===== src/rtl/fetch_stage.sv =====
// Instruction-fetch stage with IF/ID pipeline register for the five-stage MIPS core.
// Optional fetch-exception checking is enabled by defining FETCH_EXC_EN.
module fetch_stage #(
  parameter logic [31:0] RESET_PC = 32'h0000_3000,
  parameter logic [31:0] IM_BASE  = 32'h0000_3000,
  parameter int          IM_WORDS = 4096
) (
  input  logic        clk,
  input  logic        reset,
  input  logic        pc_en,
  input  logic        if_id_en,
  input  logic        flush_d,
  input  logic        redirect_valid,
  input  logic [31:0] redirect_target,
  output logic [31:0] im_addr,
  input  logic [31:0] im_rdata,
  output logic [31:0] instr_d,
  output logic [31:0] pc_d,
  output logic [31:0] pc8_d,
  output logic        valid_d,
  output logic        exc_d
);

  logic [31:0] pc_f;
  logic [31:0] pc_next;
  logic        fetch_exc;
  logic [31:0] fetch_instr;

`ifdef FETCH_EXC_EN
  // Misaligned, below the image base, or past the end of instruction memory.
  function automatic logic fetch_fault(input logic [31:0] pc);
    logic [32:0] im_limit;
    im_limit = {1'b0, IM_BASE} + (33'(IM_WORDS) << 2);
    return (pc[1:0] != 2'b00) || (pc < IM_BASE) || ({1'b0, pc} >= im_limit);
  endfunction

  assign fetch_exc = fetch_fault(pc_f);
`else
  assign fetch_exc = 1'b0;
`endif

  assign im_addr     = pc_f;
  assign pc8_d       = pc_d + 32'd8;
  assign fetch_instr = fetch_exc ? 32'h0000_0000 : im_rdata;

  // Next-PC selection: a stall beats any redirect, which beats sequential fetch.
  always_comb begin
    pc_next = pc_f;
    if (!pc_en) begin
      pc_next = pc_f;
    end else if (redirect_valid) begin
      pc_next = redirect_target;
    end else begin
      pc_next = pc_f + 32'd4;
    end
  end

  // PC register.
  always_ff @(posedge clk or posedge reset) begin
    if (reset) begin
      pc_f <= RESET_PC;
    end else begin
      pc_f <= pc_next;
    end
  end

  // IF/ID register; a flush inserts a bubble even while the register is held.
  always_ff @(posedge clk or posedge reset) begin
    if (reset) begin
      instr_d <= 32'h0000_0000;
      pc_d    <= 32'h0000_0000;
      valid_d <= 1'b0;
      exc_d   <= 1'b0;
    end else if (flush_d) begin
      instr_d <= 32'h0000_0000;
      pc_d    <= pc_f;
      valid_d <= 1'b0;
      exc_d   <= 1'b0;
    end else if (if_id_en) begin
      instr_d <= fetch_instr;
      pc_d    <= pc_f;
      valid_d <= 1'b1;
      exc_d   <= fetch_exc;
    end else begin
      instr_d <= instr_d;
      pc_d    <= pc_d;
      valid_d <= valid_d;
      exc_d   <= exc_d;
    end
  end

endmodule


===== config.mk =====
export PLATFORM = sky130hd
export DESIGN_NAME = fetch_stage
export DESIGN_NICKNAME = d
export VERILOG_FILES = /design/src/rtl/fetch_stage.sv
export SDC_FILE = /design/constraint.sdc
export NUM_CORES = 1
export LEC_CHECK = 0
export ABC_AREA = 1
export BUFFER_PORTS_ARGS = -buffer_cell sky130_fd_sc_hd__buf_2
export CORE_MARGIN = 4
export CORE_UTILIZATION = 45
export DETAILED_ROUTE_END_ITERATION = 10
export PLACE_DENSITY_LB_ADDON = 0.12
export SLEW_MARGIN = 10
export SYNTH_ARGS = -nofsm -noshare
export SYNTH_HDL_FRONTEND = slang
export SYNTH_SLANG_ARGS = --single-unit

===== constraint.sdc =====
create_clock -name clk -period 2.8 [get_ports clk]
set_input_delay 0.28 -clock clk [delete_from_list [all_inputs] [get_ports clk]]
set_output_delay 0.28 -clock clk [all_outputs]
set_load 0.01 [all_outputs]

==> results by group, run 1 <==
Clock network
  – CTS tree: done
  – Root buf cell: clkbuf_16
  – Clock buffer depth: 2
  – Clock sink count: 97
  – Hold buffer count at cts: 0
  – Worst-Skew Late Latency: 0.35 ns
  – Post CTS Setup Buffer Count: 0
  – Clock transition at path regs: 0.07 ns
  – # H-tree levels: 3
  – CTS buffer count: 9
  – Post_cts resized: 0

Layout
  – # nets final: 1,021
  – Fill count: 1,195
  – Most frequent cells in the layout: nand2_1, buf_2, inv_1
  – Ant diodes: 0
  – Layout cells sized above 1: 0.2642
  – Most common cell after layout, fill and taps aside: nand2_1
  – Synth-to-Final Area Change: 26.03%

Floorplan
  – Die Ht: 118.3 µm
  – Die area: 14,000 µm²
  – Initial Utilization: 0.4581
  – # IOs: 200
  – Chip width: 118.3 µm
  – Core area: 11,960 µm²
  – Row count: 40

Status
  – Run status: complete, no violations

Placed design
  – # port buffers: 198
  – GP Congestion: 0.9448
  – Detailed Place HPWL: 12.44 mm

Detailed routing
  – Vias: 5,479
  – DRT iter0 DRCs: 440
  – Post-route ant nets: 0
  – Vias per cell: 4.976
  – DR pass1 iterations: 5
  – Routed len/inst: 14.55 µm
  – Wirelength, routed: 16.02 mm
  – Residual DRC: 0

GRT
  – Met3 Use GR: 0.05167
  – All-layer global routing usage: 0.2303
  – First-pass GRT wire length: 26.36 mm
  – Met2 Use GR: 0.3458
  – Most Crowded Layer GR: met2
  – Grt ovf: 0
  – Vias in the first global route: 5,130
  – Met1 Use GR: 0.3338
  – Antenna violations before repair: 0
  – Largest net degree at the start of global routing: 58

STA
  – Max transition margin: 0.5251
  – Post-route setup TNS: 0 ns
  – Final setup fails: 0
  – RSZ-0062 raised after global routing: false
  – Slew Viols, Final: 0
  – Period utilization: 0.8197
  – Tightest Pin Transition: 0.7109 ns
  – Achievable Freq: 435.7 MHz
  – Hold Violations, Final: 0
  – Layout Skew: 0.004183 ns
  – Worst hold margin: 0.03400 ns
  – Min Tclk post-route: 2.295 ns

Pwr
  – Internal power: 2.584 mW
  – Switch share: 0.3569
  – Reg power frac: 0.453
  – Leak pwr: 3.627 nW
  – Combinational power share: 0.250
  – Worst vdd ir: 256.6 µV
  – PwrDens: 581.8 nW/µm²
  – Clk pwr share: 0.297
  – Net Sw Power: 1.434 mW

Yosys
  – Yosys top cell by area: dfrtp_1
  – Syn. warnings: 0
  – Synth Instances: 758
  – Post-synth top area share: 0.4339
  – Sequential cell area fraction in the yosys report: 0.4435
  – Mapped Nets: 830
  – Top_reg_cell synth: dfrtp_1
  – EDFF count, synth: 0
  – Synthesized area per cell: 7.228 µm²
  – Area contributors post-synth: dfrtp_1, nand2_1, o21ai_0
  – Library cells used by synthesis: 40
  – Synthesized cell area: 5479 µm²
  – Async set or reset register ratio after synthesis: 1.000
  – Synthesized flop and latch total: 97

Worst setup path
  – Crit path from: pc_d[3]$_DFFE_PP0P_
  – Worst path arrival time: 2.02 ns
  – Kind of end point of the critical path: output port
  – Worst-path fanout max: 5
  – R2r worst-path depth: 10
  – FF-to-FF Start: im_addr[3]$_DFFE_PP0P_
  – Setup CP Type: register to output port
  – Required time of the critical path: 2.52 ns
  – Reg2Reg Setup Slack: 1.11 ns
  – FF-to-FF End: im_addr[24]$_DFFE_PP0P_
  – Worst Setup Start Kind: register

Flow run
  – Max cap viols: 0

Worst hold path
  – Hold Crit Class: input pin to asynchronous set/reset pin
## cell usage after synthesis (2+ instances only)
library cell / instances
buf_4: 6
clkbuf_1: 14
nor3_1: 15
o211ai_1: 9
buf_1: 2
ha_1: 2
nor2_4: 8
buf_2: 2
nor2_2: 6
xor2_1: 16
nand2_1: 253
clkinv_1: 2
xnor2_1: 5
o22ai_1: 2
nand3_1: 44
o21ai_0: 77
nand2_2: 4
nand4_1: 10
nor2_1: 59
inv_1: 98
inv_2: 3
a31oi_1: 3
a21oi_1: 2
nand3b_1: 5
dfrtp_1: 95
dfstp_2: 2
## cell type report
cell class / instances / area (µm²) / area share
Clock inverter: 7 / 60.06 / 0.008697
Clock buffer: 9 / 225.2 / 0.03261
Timing Repair Buffer: 204 / 1061 / 0.1537
Tap cell: 147 / 183.9 / 0.02664
Inverter: 103 / 390.4 / 0.05653
Sequential cell: 97 / 2430 / 0.3519
Multi-Input combinational cell: 534 / 2555 / 0.3700
## power by group through the flow
stage                     Sequential (mW)  Clock [mW]  Combinational [mW]
final                                1.82        1.19                1.00
after global routing                 1.85        1.29                1.13
after CTS                            1.82        1.22                1.01
after detailed placement             1.84           0                1.01
after global placement               1.83           0                1.01
after floorplan                      1.86           0               0.504
## worst max-delay path, cell delays in order (launching register included)
cell and delay [ns]:
dfrtp_1 0.48, ha_1 0.26, nand2_2 0.11, nor2_4 0.15, nand2_1 0.13, nor2_1 0.24, xor2_1 0.16, buf_2 0.14
## cells by family (layout without fill, tap and decap cells)
group	after synthesis	count (layout)	synth area share
xor+xnor	22	22	0.03654
other cells	1	1	0.0006844
simple gates	413	413	0.3291
buf+inv	127	323	0.09157
fa+ha+maj	2	2	0.004567
compound gates	96	96	0.09408
flops	97	97	0.4435
## layer usage
| metal | up-vias | routed length, µm |
|---|---|---|
| li1 | 2773 | - |
| met1 | 2490 | 7548 |
| met2 | 195 | 7072 |
| met3 | 21 | 1162 |
| met4 | 0 | 240 |
| met5 | - | 0 |
## stage by stage
step / instances / setup WS, ns / area [µm²] / total power, mW / utilization
after floorplan: 758 / 1.112 / 5483 / 2.369 / -
after global placement: 1085 / 0.9141 / 6620 / 2.843 / 0.5535
after detailed placement: 1085 / 0.8882 / 6620 / 2.853 / 0.5535
after CTS: 1101 / 0.5010 / 6905 / 4.054 / 0.5773
after global routing: 1101 / 0.3725 / 6905 / 4.266 / 0.5773
final: 1101 / 0.5047 / 6905 / 4.018 / 0.5773
## worst max path at each step
| stage | endpoint | depth (start not counted) |
|---|---|---|
| after floorplan | pc8_d[23] | 6 |
| after global placement | pc8_d[23] | 7 |
| after detailed placement | pc8_d[19] | 7 |
| after CTS | pc8_d[19] | 7 |
| after global routing | pc8_d[19] | 7 |
| final | pc8_d[19] | 7 |
## registers in the layout, indices dropped and copies added (netlist names)
register / count
pc_d: 32
im_addr: 32
valid_d: 1
instr_d: 32
Power figures use the tool's default switching activity.
==> inputs of run 2 (changes only) <==
- CORE_UTILIZATION: 45 -> 50
- clock period: 2.8 -> 2.4 ns (I/O delays scaled with it)
==> run 2 against run 1 <==
Clock-buffer cell count is 1 higher. Sequential share of layout area up 0.48 points. Combinational power rose by 19%. Routed wire length is 2.5% higher. Register-to-register slack got worse by 0.39 ns. Via count rose by 2.4%. Clock power is 10% lower. Highest routed layer is now met5. Cell area fell by 1.3%.
==> results by group, run 2 (synthesis results as in run 1) <==
STA
  – Tightest Pin Transition: 0.6944 ns (-0.01646 ns)
  – Layout Skew: 0.01453 ns (+0.01035 ns)
  – Final setup fails: 0 (unchanged)
  – Max transition margin: 0.5361 (+0.01099)
  – Post-route setup TNS: 0 ns (unchanged)
  – Worst hold margin: 0.04302 ns (+0.009026 ns)
  – Period utilization: 0.9321
  – Hold Violations, Final: 0 (unchanged)
  – Slew Viols, Final: 0 (unchanged)
  – Setup ws final: 0.1630 ns (-0.3418 ns)
  – Min Tclk post-route: 2.237 ns
  – RSZ-0062 raised after global routing: false
  – Achievable Freq: 447.0 MHz

Clock network
  – Worst-Skew Late Latency: 0.39 ns (+0.04 ns)
  – Clock buffer depth: 2 (unchanged)
  – CTS buffer count: 9 (unchanged)
  – Clock sink count: 97 (unchanged)
  – Post CTS Setup Buffer Count: 0 (unchanged)
  – # H-tree levels: 3 (unchanged)
  – CTS tree: done
  – Root buf cell: clkbuf_8
  – Clock transition at path regs: 0.11 ns (+0.04 ns)

Placed design
  – Placed cell area: 6609 µm² (-0.17%)
  – Detailed Place HPWL: 12.91 mm (+3.8%)
  – GP Congestion: 0.9322 (-1.3%)
  – Post-place setup slack: 0.5509 ns (-0.3373 ns)
  – # port buffers: 198 (unchanged)

Worst setup path
  – CP max stage cell: dfrtp_1
  – Worst path arrival time: 2.00 ns (-0.02 ns)
  – Reg2Reg Setup Slack: 0.72 ns (-0.39 ns)
  – CP peak stage delay: 0.47 ns (about the same)
  – CP cell instances: ha_1 -> nand2_2 -> nor2_4 -> inv_2 -> nor3_2 -> xor2_1 -> buf_2
  – CP delay by family, top: simple AND/OR/NAND/NOR gates
  – Setup CP Type: register to output port
  – Kind of end point of the critical path: output port
  – R2r worst-path depth: 10 (unchanged)
  – FF-to-FF End: im_addr[22]$_DFFE_PP0P_
  – FF-to-FF Start: im_addr[3]$_DFFE_PP0P_
  – Worst Setup Start Kind: register
  – CP bufs+invs: 2 (+1)
  – Required time of the critical path: 2.16 ns (-0.36 ns)
  – Worst-path fanout max: 5 (unchanged)

Worst hold path
  – Min-Delay Path Depth: 2
  – Hold EP: valid_d$_DFFE_PP0P_
  – Hold path startpoint: flush_d
  – Hold Crit Class: input pin to register

Floorplan
  – Chip width: 112.7 µm (-4.8%)
  – Core area: 10,510 µm² (-12%)
  – Initial Utilization: 0.5214 (+0.06332)
  – Row count: 37 (-7.5%)
  – Die Ht: 112.7 µm (-4.8%)
  – Die area: 12,700 µm² (-9.3%)
  – # IOs: 200 (unchanged)

Layout
  – Finished Cell Area: 6815 µm² (-1.3%)
  – Ant diodes: 0 (unchanged)
  – # nets final: 1,024 (+0.29%)
  – Most frequent cells in the layout: nand2_1, buf_2, inv_1
  – Most common cell after layout, fill and taps aside: nand2_1
  – Fill count: 980 (-18%)
  – Synth-to-Final Area Change: 24.39%
  – Layout cells sized above 1: 0.2665 (+0.002307)

GRT
  – First-pass GRT wire length: 27.17 mm (+3.1%)
  – Met2 Use GR: 0.4100 (+0.06411)
  – Antenna violations before repair: 1 (+1)
  – Met3 Use GR: 0.04528 (-0.006392)
  – Largest net degree at the start of global routing: 52 (-10%)
  – Most Crowded Layer GR: met2
  – Vias in the first global route: 5,484 (+6.9%)
  – All-layer global routing usage: 0.2640 (+0.03376)
  – Grt ovf: 0 (unchanged)
  – Met1 Use GR: 0.3716 (+0.03778)

Detailed routing
  – DR pass1 iterations: 5 (unchanged)
  – Vias per cell: 5.134 (+3.2%)
  – Wirelength, routed: 16.43 mm (+2.5%)
  – DRT iter0 DRCs: 389 (-12%)
  – Post-route ant nets: 0 (unchanged)
  – Routed len/inst: 15.03 µm (+3.3%)
  – Residual DRC: 0 (unchanged)
  – Vias: 5,611 (+2.4%)

Pwr
  – Combinational power share: 0.272 (+0.022)
  – Pwr Total: 4.375 mW (+8.9%)
  – Leak pwr: 3.593 nW (-0.94%)
  – Clk pwr share: 0.244 (-0.053)
  – Internal power: 2.720 mW (+5.3%)
  – PwrDens: 642.0 nW/µm² (+10%)
  – Switch share: 0.3783 (+0.02133)
  – Worst vdd ir: 357.0 µV (+39%)
  – Net Sw Power: 1.655 mW (+15%)
  – Reg power frac: 0.484 (+0.031)

Flow run
  – Max cap viols: 0 (unchanged)

Status
  – Run status: complete, no violations
[run 2: cell types whose count changed in the layout (fill, tap and decap cells not counted), sizes merged]
cell	delta
inv	-1
dlygate4sd3	+1
buf	+2
clkbuf	+1
[run 2: power by group through the flow]
stage	sequential [mW]	clock, mW	combinational [mW]
global route	2.16	1.15	1.32
floorplan	2.18	0	0.588
detailed placement	2.14	0	1.19
CTS	2.11	1.08	1.20
global placement	2.13	0	1.18
finish	2.12	1.07	1.19
[run 2: how the worst max path moves through the flow]
stage          slack, ns           startpoint        end  depth (start not counted)
2_1_floorplan       0.75  pc_d[4]$_DFFE_PP0P_  pc8_d[23]                          6
3_3_place_gp        0.56  pc_d[3]$_DFFE_PP0P_  pc8_d[23]                          7
3_5_place_dp        0.55  pc_d[4]$_DFFE_PP0P_  pc8_d[23]                          7
4_1_cts             0.12  pc_d[4]$_DFFE_PP0P_  pc8_d[23]                          7
5_1_grt             0.02  pc_d[3]$_DFFE_PP0P_  pc8_d[19]                          7
6_report            0.16  pc_d[3]$_DFFE_PP0P_  pc8_d[23]                          7
[run 2: repair_timing]
item,4_1_cts,5_1_grt
resized for setup,0,1
setup endpoints to repair,0,1
hold buffers,1,0
endpoints found under the hold margin,25,0
[run 2: cell type report]
| class | instances | area [µm²] | share of cell area |
|---|---|---|---|
| Multi-Input combinational cell | 534 | 2555 | 0.3749 |
| Clock buffer | 10 | 137.6 | 0.02019 |
| Timing Repair Buffer | 207 | 1074 | 0.1575 |
| Sequential cell | 97 | 2431 | 0.3567 |
| Tap cell | 136 | 170.2 | 0.02497 |
| Clock inverter | 6 | 57.56 | 0.008445 |
| Inverter | 103 | 390.4 | 0.05728 |
[run 2: worst reg2reg max path, stage by stage, from the launching register on]
cell     delay, ns
dfrtp_1       0.46
ha_1          0.21
nand2_1       0.10
nor2_2        0.11
nand2_2       0.17
nor2_4        0.22
nand2_1       0.07
nand2_1       0.06
nand3_1       0.07
nand2_1       0.06
nand2_1       0.04
[run 2: through the flow]
step | util | cells
after floorplan | - | 758
after global placement | 0.6289 | 1076
after detailed placement | 0.6289 | 1076
after CTS | 0.6484 | 1093
after global routing | 0.6485 | 1093
final | 0.6485 | 1093
[run 2: routing by layer]
metal	vias to the layer above	part of all wire
met3	38	0.069
met5	-	0.00043
met4	2	0.029
met1	2579	0.45
met2	218	0.45
li1	2774	-
